[config.mk]
export PLATFORM = sky130hd
export DESIGN_NAME = sram_arbiter_flat
export DESIGN_NICKNAME = d
export VERILOG_FILES = /design/src/rtl/sram_arbiter_if.sv /design/src/rtl/sram_arbiter.sv /design/src/flat_wrapper.sv
export SDC_FILE = /design/constraint.sdc
export NUM_CORES = 1
export LEC_CHECK = 0
export ABC_AREA = 1
export CORE_MARGIN = 4
export CORE_UTILIZATION = 43
export CTS_CLUSTER_SIZE = 40
export DETAILED_ROUTE_END_ITERATION = 10
export HOLD_SLACK_MARGIN = 0.03
export PLACE_DENSITY = 0.88
export SLEW_MARGIN = 5
export SYNTH_ARGS = -nofsm -noshare
export SYNTH_HDL_FRONTEND = slang
export SYNTH_SLANG_ARGS = --single-unit
[constraint.sdc]
create_clock -name clk_i -period 2.3 [get_ports clk_i]
set_input_delay 0.23 -clock clk_i [delete_from_list [all_inputs] [get_ports clk_i]]
set_output_delay 0.23 -clock clk_i [all_outputs]
set_load 0.01 [all_outputs]
[src/rtl/sram_arbiter_if.sv]
// Request/response bundle between the two masters, the arbiter and the SRAM controller.
// The slave modport is the arbiter's view of the bundle; the master modport is the environment's view.
interface sram_arbiter_if;
  logic        req0;
  logic        req1;
  logic        we0;
  logic        we1;
  logic [31:0] addr0;
  logic [31:0] addr1;
  logic [31:0] wdata0;
  logic [31:0] wdata1;
  logic        ack0;
  logic        ack1;
  logic        stall0;
  logic        stall1;
  logic        err;
  logic        err_sticky;
  logic        busy;
  logic [31:0] rdata;
  logic        ctl_w_en;
  logic        ctl_r_en;
  logic [31:0] ctl_addr;
  logic [31:0] ctl_wdata;
  logic        ctl_ready;
  logic [31:0] ctl_rdata;

  modport slave (
    input  req0, req1, we0, we1, addr0, addr1, wdata0, wdata1, ctl_ready, ctl_rdata,
    output ack0, ack1, stall0, stall1, err, err_sticky, busy, rdata,
           ctl_w_en, ctl_r_en, ctl_addr, ctl_wdata
  );

  modport master (
    output req0, req1, we0, we1, addr0, addr1, wdata0, wdata1, ctl_ready, ctl_rdata,
    input  ack0, ack1, stall0, stall1, err, err_sticky, busy, rdata,
           ctl_w_en, ctl_r_en, ctl_addr, ctl_wdata
  );
endinterface

[src/rtl/sram_arbiter.sv]
// Two-port arbiter in front of the SRAM controller: grants one transaction at a time,
// drives the controller enables while BUSY, and aborts hung transactions after a timeout.
module sram_arbiter #(
  parameter bit          RR_EN          = 1'b1,
  parameter int unsigned TIMEOUT_CYCLES = 16
) (
  input  logic            clk_i,
  input  logic            rst_ni,
  sram_arbiter_if.slave   bus
);

  typedef enum logic [1:0] {IDLE, BUSY, DONE} state_e;

  localparam logic [7:0] TimeoutLast = 8'(TIMEOUT_CYCLES - 1);

  state_e      state_q, state_d;
  logic        grant_q, grant_d;
  logic        we_q, we_d;
  logic [31:0] addr_q, addr_d;
  logic [31:0] wdata_q, wdata_d;
  logic [31:0] rdata_q, rdata_d;
  logic [7:0]  cnt_q, cnt_d;
  logic        err_q, err_d;
  logic        sticky_q, sticky_d;
  logic        wEn, rEn;

  // grant_q doubles as last_grant; resetting it to 1 lets port 0 win the first contention.
  always_ff @(posedge clk_i or negedge rst_ni) begin
    if (!rst_ni) begin
      state_q  <= IDLE;
      grant_q  <= 1'b1;
      we_q     <= 1'b0;
      addr_q   <= '0;
      wdata_q  <= '0;
      rdata_q  <= '0;
      cnt_q    <= '0;
      err_q    <= 1'b0;
      sticky_q <= 1'b0;
    end else begin
      state_q  <= state_d;
      grant_q  <= grant_d;
      we_q     <= we_d;
      addr_q   <= addr_d;
      wdata_q  <= wdata_d;
      rdata_q  <= rdata_d;
      cnt_q    <= cnt_d;
      err_q    <= err_d;
      sticky_q <= sticky_d;
    end
  end

  always_comb begin
    state_d  = state_q;
    grant_d  = grant_q;
    we_d     = we_q;
    addr_d   = addr_q;
    wdata_d  = wdata_q;
    rdata_d  = rdata_q;
    cnt_d    = cnt_q;
    err_d    = err_q;
    sticky_d = sticky_q;
    wEn      = 1'b0;
    rEn      = 1'b0;

    unique case (state_q)
      IDLE: begin
        if (bus.req0 || bus.req1) begin
          if (bus.req0 && bus.req1) begin
            grant_d = RR_EN ? ~grant_q : 1'b0;
          end else begin
            grant_d = bus.req1;
          end
          we_d    = grant_d ? bus.we1    : bus.we0;
          addr_d  = grant_d ? bus.addr1  : bus.addr0;
          wdata_d = grant_d ? bus.wdata1 : bus.wdata0;
          cnt_d   = '0;
          err_d   = 1'b0;
          state_d = BUSY;
        end
      end

      BUSY: begin
        wEn   = we_q;
        rEn   = ~we_q;
        cnt_d = cnt_q + 8'd1;
        if (bus.ctl_ready) begin
          if (!we_q) begin
            rdata_d = bus.ctl_rdata;
          end
          state_d = DONE;
        end else if (cnt_q == TimeoutLast) begin
          err_d    = 1'b1;
          sticky_d = 1'b1;
          rdata_d  = '0;
          state_d  = DONE;
        end
      end

      DONE: begin
        cnt_d   = '0;
        state_d = IDLE;
      end

      default: begin
        state_d = IDLE;
      end
    endcase
  end

  assign bus.ctl_w_en   = wEn;
  assign bus.ctl_r_en   = rEn;
  assign bus.ctl_addr   = addr_q;
  assign bus.ctl_wdata  = wdata_q;
  assign bus.rdata      = rdata_q;
  assign bus.busy       = (state_q != IDLE);
  assign bus.ack0       = (state_q == DONE) && !grant_q;
  assign bus.ack1       = (state_q == DONE) &&  grant_q;
  assign bus.err        = (state_q == DONE) && err_q;
  assign bus.err_sticky = sticky_q;
  assign bus.stall0     = bus.req0 && !bus.ack0;
  assign bus.stall1     = bus.req1 && !bus.ack1;

endmodule

[src/flat_wrapper.sv]
// flat-port wrapper written by rule: the top's interface ports become plain ports
module sram_arbiter_flat 
#(
  parameter bit          RR_EN          = 1'b1,
  parameter int unsigned TIMEOUT_CYCLES = 16
)
  (clk_i, rst_ni, bus_req0, bus_req1, bus_we0, bus_we1, bus_addr0, bus_addr1, bus_wdata0, bus_wdata1, bus_ctl_ready, bus_ctl_rdata, bus_ack0, bus_ack1, bus_stall0, bus_stall1, bus_err, bus_err_sticky, bus_busy, bus_rdata, bus_ctl_w_en, bus_ctl_r_en, bus_ctl_addr, bus_ctl_wdata);
  sram_arbiter_if bus_i ();
  input  logic clk_i;
  input  logic rst_ni;
  input wire logic [$bits(bus_i.req0)-1:0] bus_req0;
  input wire logic [$bits(bus_i.req1)-1:0] bus_req1;
  input wire logic [$bits(bus_i.we0)-1:0] bus_we0;
  input wire logic [$bits(bus_i.we1)-1:0] bus_we1;
  input wire logic [$bits(bus_i.addr0)-1:0] bus_addr0;
  input wire logic [$bits(bus_i.addr1)-1:0] bus_addr1;
  input wire logic [$bits(bus_i.wdata0)-1:0] bus_wdata0;
  input wire logic [$bits(bus_i.wdata1)-1:0] bus_wdata1;
  input wire logic [$bits(bus_i.ctl_ready)-1:0] bus_ctl_ready;
  input wire logic [$bits(bus_i.ctl_rdata)-1:0] bus_ctl_rdata;
  output wire logic [$bits(bus_i.ack0)-1:0] bus_ack0;
  output wire logic [$bits(bus_i.ack1)-1:0] bus_ack1;
  output wire logic [$bits(bus_i.stall0)-1:0] bus_stall0;
  output wire logic [$bits(bus_i.stall1)-1:0] bus_stall1;
  output wire logic [$bits(bus_i.err)-1:0] bus_err;
  output wire logic [$bits(bus_i.err_sticky)-1:0] bus_err_sticky;
  output wire logic [$bits(bus_i.busy)-1:0] bus_busy;
  output wire logic [$bits(bus_i.rdata)-1:0] bus_rdata;
  output wire logic [$bits(bus_i.ctl_w_en)-1:0] bus_ctl_w_en;
  output wire logic [$bits(bus_i.ctl_r_en)-1:0] bus_ctl_r_en;
  output wire logic [$bits(bus_i.ctl_addr)-1:0] bus_ctl_addr;
  output wire logic [$bits(bus_i.ctl_wdata)-1:0] bus_ctl_wdata;
  assign bus_i.req0 = bus_req0;
  assign bus_i.req1 = bus_req1;
  assign bus_i.we0 = bus_we0;
  assign bus_i.we1 = bus_we1;
  assign bus_i.addr0 = bus_addr0;
  assign bus_i.addr1 = bus_addr1;
  assign bus_i.wdata0 = bus_wdata0;
  assign bus_i.wdata1 = bus_wdata1;
  assign bus_i.ctl_ready = bus_ctl_ready;
  assign bus_i.ctl_rdata = bus_ctl_rdata;
  assign bus_ack0 = bus_i.ack0;
  assign bus_ack1 = bus_i.ack1;
  assign bus_stall0 = bus_i.stall0;
  assign bus_stall1 = bus_i.stall1;
  assign bus_err = bus_i.err;
  assign bus_err_sticky = bus_i.err_sticky;
  assign bus_busy = bus_i.busy;
  assign bus_rdata = bus_i.rdata;
  assign bus_ctl_w_en = bus_i.ctl_w_en;
  assign bus_ctl_r_en = bus_i.ctl_r_en;
  assign bus_ctl_addr = bus_i.ctl_addr;
  assign bus_ctl_wdata = bus_i.ctl_wdata;
  sram_arbiter #(.RR_EN(RR_EN), .TIMEOUT_CYCLES(TIMEOUT_CYCLES)) u_core (.clk_i(clk_i), .rst_ni(rst_ni), .bus(bus_i));
endmodule
## Yosys cells after proc, flatten, opt, wreduce, memory -nomap -nowiden

Cells that the tools add are included.

| storage, ports and cells | value |
|---|---|
| register bits after elaboration | 110 |
| input port bits | 167 |
| output and inout bits | 105 |
| word-level logic and storage cells | 63 |

| operators by class | value |
|---|---|
| add/sub/neg operators | 1 |
| equal/unequal tests | 8 |
| multiplexer cells | 21 |
| bitwise operators | 3 |
| reduce and logical (&&, ||, !) cells | 21 |

Operator list:

| operator | count |
|---|---|
| 32-bit two-way mux | 5 |
| 8-bit one-hot mux with 3 select lines | 1 |
| 1-bit two-way mux | 9 |
| 8-bit by 1-bit adder with 8-bit output (second input constant) | 1 |
| 8-bit by 4-bit == test with 1-bit output (second input constant) | 1 |
| 8-bit two-way mux | 1 |
| 1-bit logical AND | 6 |
| 2-bit two-way mux | 3 |
| 2-bit AND reduction | 3 |
| 3-bit AND reduction | 2 |
| 2-bit nonzero test | 3 |
| 2-bit by 1-bit inequality test with 1-bit output (second input constant) | 2 |
| 2-bit inequality test (second input constant) | 2 |
| 2-bit one-hot mux with 2 select lines | 1 |
| 4-bit AND reduction | 1 |
| 1-bit logical NOT | 3 |
| 3-bit by 2-bit inequality test with 1-bit output (second input constant) | 1 |
| 1-bit NOT | 3 |
| 3-bit nonzero test | 1 |
| 2-bit by 1-bit == test with 1-bit output (second input constant) | 1 |
| 2-bit == test (second input constant) | 1 |
| 2-bit logical NOT | 1 |
| 1-bit one-hot mux with 2 select lines | 1 |
| 1-bit logical OR | 1 |

## Depth between registers and ports, before layout

| logic depth | value |
|---|---|
| word-level depth | 5 |
| mapped depth | 7 |
| depth with buffers taken out | 7 |

## Worst setup path before layout

Ideal clock, no wire load.

| path | value |
|---|---|
| kind | reg-to-reg |
| from | register u_core.state_q[1] |
| to | register u_core.rdata_q[0] (netlist: u_core.bus.rdata[0]) |
| setup time | 117 ps |
| arrival | 1222 ps |
| required time | 2183 ps |
| slack | 961 ps |
| cell stages (with the launch flop) | 8 |
| buffers on the path | 1 |
| clock period less this slack | 1339 ps |
| cells stage by stage | dfrtp_1 -> inv_1 -> nand2_1 -> nor2_1 -> nand2_1 -> buf_2 -> nand3_1 -> nand2_1 |

| between the ends | value |
|---|---|
| cells in the longest elaborated chain, start to end | 2 |

Ends and longest elaborated chain:

| what | RTL line | text |
|---|---|---|
| from (decl) | sram_arbiter.sv:16 | `state_e state_q, state_d;` |
| from (signal assigned) | sram_arbiter.sv:40 | `state_q <= state_d;` |
| 2-bit by 1-bit == test with 1-bit output | sram_arbiter.sv:65 | `unique case (state_q)` |
| 3-bit AND reduction (no line) | n/a |  |
| to (signal assigned) | sram_arbiter.sv:45 | `rdata_q <= rdata_d;` |
| to (decl) | sram_arbiter.sv:21 | `logic [31:0] rdata_q, rdata_d;` |

No other way between the ends.
A chain may end at the register's enable or synchronous reset.

## Worst setup path in the final report

| path | value |
|---|---|
| from | register u_core.state_q[1] |
| to | output port bus_ctl_r_en |

| between the ends | value |
|---|---|
| cells in the longest elaborated chain, start to end | 2 |

Ends and longest elaborated chain:

| what | RTL line | text |
|---|---|---|
| 2-bit by 1-bit == test with 1-bit output | sram_arbiter.sv:65 |  |
| 1-bit two-way mux | sram_arbiter.sv:65 |  |
| to (decl) | flat_wrapper.sv:30 | `output wire logic [$bits(bus_i.ctl_r_en)-1:0] bus_ctl_r_en;` |

No other way between the ends.

==> impl_metrics.yaml <==
global_route:
  grt_overflow_total: 0
  antenna_found_initial: 0
  grt_pass1_vias: 5540
  grt_pass1_wl_um: 27400
  grt_usage_pct: 25.6
  grt_max_degree: 111
worst_setup_path:
  crit_slowest_cell: "clkdlybuf4s50_1"
  arrival_ns: 1.78
  crit_type: "flip-flop to output pin"
  required_ns: 2.07
  slowest_delay_ns: 0.58
  startpoint_type: "flip-flop"
  worstPathCellList: "inv_1 > nand2_1 > nor2_1 > clkdlybuf4s50_1"
  worstPathMaxFanout: 7
  cp-end-kind: "output pin"
  reg2regPathDepth: 5
routing:
  drt-initial-drc-count: 495
  drc: 0
  ant_nets: 0
  post_drt_wl_per_cell_um: 17.7
  post_drt_via_cell_ratio: 5.52
  via_count: 5516
  drt_pass1_iterations: 5
  drt_wl_total_um: 17700
synth:
  synth_edf_count: 0
  synthesis.instances: 607
  synthArstFlopShare_pct: 100
  netlist.area_leader.share_pct: 53.8
  synth_area_mm2: 0.00507
  synth_seq_cells: 110
  synth_most_common_cell: "nand2_1"
  avgSynthCellArea_um2: 8.35
  ys_types: 19
  synth_nets: 775
  ys_seq_area_share_pct: 54.3
  synth_ff_type: "dfrtp_1"
  synthTopCellsByCount: "135 x nand2_1, 109 x dfrtp_1, 105 x nand3_1"
  synth_area_leaders: "dfrtp_1 54%, nand3_1 10%, nand2_1 10%"
  yosys_warnings: 0
  yosysTopAreaCell: "dfrtp_1"
finish:
  drive_gt1_share_pct: 4.09
  nFillCells: 837
  num-nets-final: 1019
  area_delta_synth_final_pct: 61.9
  final_util_pct: 71.5
  antenna_cells: 0
  multi_input_area_mm2: 0.00203
  regArea_mm2: 0.00275
floorplan:
  io_pins: 272
  initial_core_util_pct: 44.2
  num_rows: 39
  die_h_um: 117
  dieArea_mm2: 0.0136
  core_mm2: 0.0115
  die_x_um: 117
power_and_ir_drop:
  switchingPower_mw: 3.58
  p_leak_nw: 3.56
  p_seq_share_pct: 33.9
  power_frac_comb_pct: 48.1
  clock_power_share_pct: 18.0
  power.internal_mw: 6.30
  p_per_area_mw_per_mm2: 1200
  ir_drop_v: 0.000689
  sw_frac_of_total_pct: 36.2
sta:
  relSlewSlack_pct: 52.7
  hold_viol_final: 0
  finalClockSkew_ns: 0.00832
  drv_slew: 0
  max_slew.worst_pin.slew_ns: 0.709
  rsz0062_at_grt: "no"
  finalCriticalPeriod_ns: 2.01
  period_share_pct: 87.3
  setup_violations: 0
  fmax_ghz: 0.498
  fin_tns_setup_ns: 0
place:
  hpwl_um: 12900
  gp_congestion: 0.883
  port_buffers: 271
status:
  status: "complete, no violations"
cts:
  cts_tree: "yes"
  cts_buffer_depth: 2
  cts_htree_levels: 3
  ctsResizeCount: 0
  insertion_delay_ns: 0.35
  numCtsBuffers: 9
  clock-sinks: 110
  ctsRootBufferMaster: "clkbuf_16"
  clkSlewWorstSetupHoldPaths_ns: 0.07
min_path:
  hold_path_class: "primary input to flip-flop"
  holdPathStages: 3
flow_run:
  maxCapViolations: 0
[through the flow]
step                cells  setup WS, ns  area [µm²]  hold slack (ns)  power [mW]
global placement      982         0.481        7850            0.353        7.95
detailed placement    982         0.381        7850            0.358        8.13
global route          999         0.132        8200            0.241        10.5
finish                999         0.293        8200            0.241        9.88
floorplan             607         0.961        5070          -0.0656        5.47
CTS                   999         0.246        8200            0.236        9.95
[layout make-up]
cell class                 count  share of cell area (%)
clock buffer                  10                    2.91
tap                          143                    2.18
clock inverter                 6                    1.33
inverter                      14                   0.641
sequential                   110                    33.6
multi-input combinational    431                    24.8
timing repair buffer         285                    34.6
[power by group through the flow]
stage / Clock [mW] / Sequential (mW) / Combinational [mW]
3_5_place_dp: 0 / 3.36 / 4.77
4_1_cts: 1.81 / 3.34 / 4.80
3_3_place_gp: 0 / 3.32 / 4.64
5_1_grt: 1.90 / 3.45 / 5.19
2_1_floorplan: 0 / 3.68 / 1.79
6_report: 1.78 / 3.35 / 4.75
[what timing repair did]
| action | CTS | global route |
|---|---|---|
| hold buffers | 1 | 0 |
| setup buffers | 0 | 0 |
| endpoints found under the hold margin | 109 | 0 |
[cells in the final DEF (no fill, tap or decap), types with 2 or more instances in the layout]
cell,count
nand2_2,2
dfrtp_1,109
buf_12,2
nand4_1,32
buf_4,12
nand3_1,105
clkinv_2,2
inv_1,14
clkbuf_16,9
clkdlybuf4s50_1,269
o21ai_0,7
bufinv_16,3
a31oi_1,65
nor2_1,81
nand2_1,133
[critical path: cells and delay by family, from the launching register on]
family        cells  cell delay, ns
flops             1            0.40
buf+inv           2            0.68
simple gates      2            0.36
[final timing paths]
check,startpoint,end,slack (ns)
min in group asynchronous,rst_ni,u_core.bus.rdata[30],0.50
max reg2reg,u_core.grant_q,u_core.bus.ctl_addr[0],0.55
min,bus_req1,u_core.we_q,0.24
min reg2reg,u_core.bus.err_sticky,u_core.bus.err_sticky,0.48
max,u_core.state_q[1],bus_ctl_r_en,0.29
max in group asynchronous,rst_ni,u_core.bus.ctl_addr[29],1.36
[routing by layer]
metal	track usage (%)	routed length (µm)	vias up
met2	45.0	8970	302
met4	8.18	442	0
li1	-	-	2567
met3	8.45	1920	34
met1	29.7	6340	2613
met5	0	0	-
[cells by family (layout without fill, tap and decap cells)]
| group | count (synthesis) | after routing | share of synthesized area [%] |
|---|---|---|---|
| AND/OR/NAND/NOR | 354 | 354 | 30.5 |
| flip-flops | 110 | 110 | 54.3 |
| AO/OA/AOI/OAI | 75 | 75 | 9.06 |
| buffers and inverters | 66 | 315 | 5.65 |
| adder cells (fa/ha/maj) | 1 | 1 | 0.247 |
| XOR/XNOR | 1 | 1 | 0.173 |
[registers in the layout, indices dropped and copies added (netlist names)]
| register | count |
|---|---|
| u_core.bus.ctl_addr | 32 |
| u_core.bus.ctl_wdata | 32 |
| u_core.bus.err_sticky | 1 |
| u_core.bus.rdata | 32 |
| u_core.cnt_q | 8 |
| u_core.err_q | 1 |
| u_core.grant_q | 1 |
| u_core.state_q | 2 |
| u_core.we_q | 1 |
Note: power is estimated with default switching activity, not from simulation.
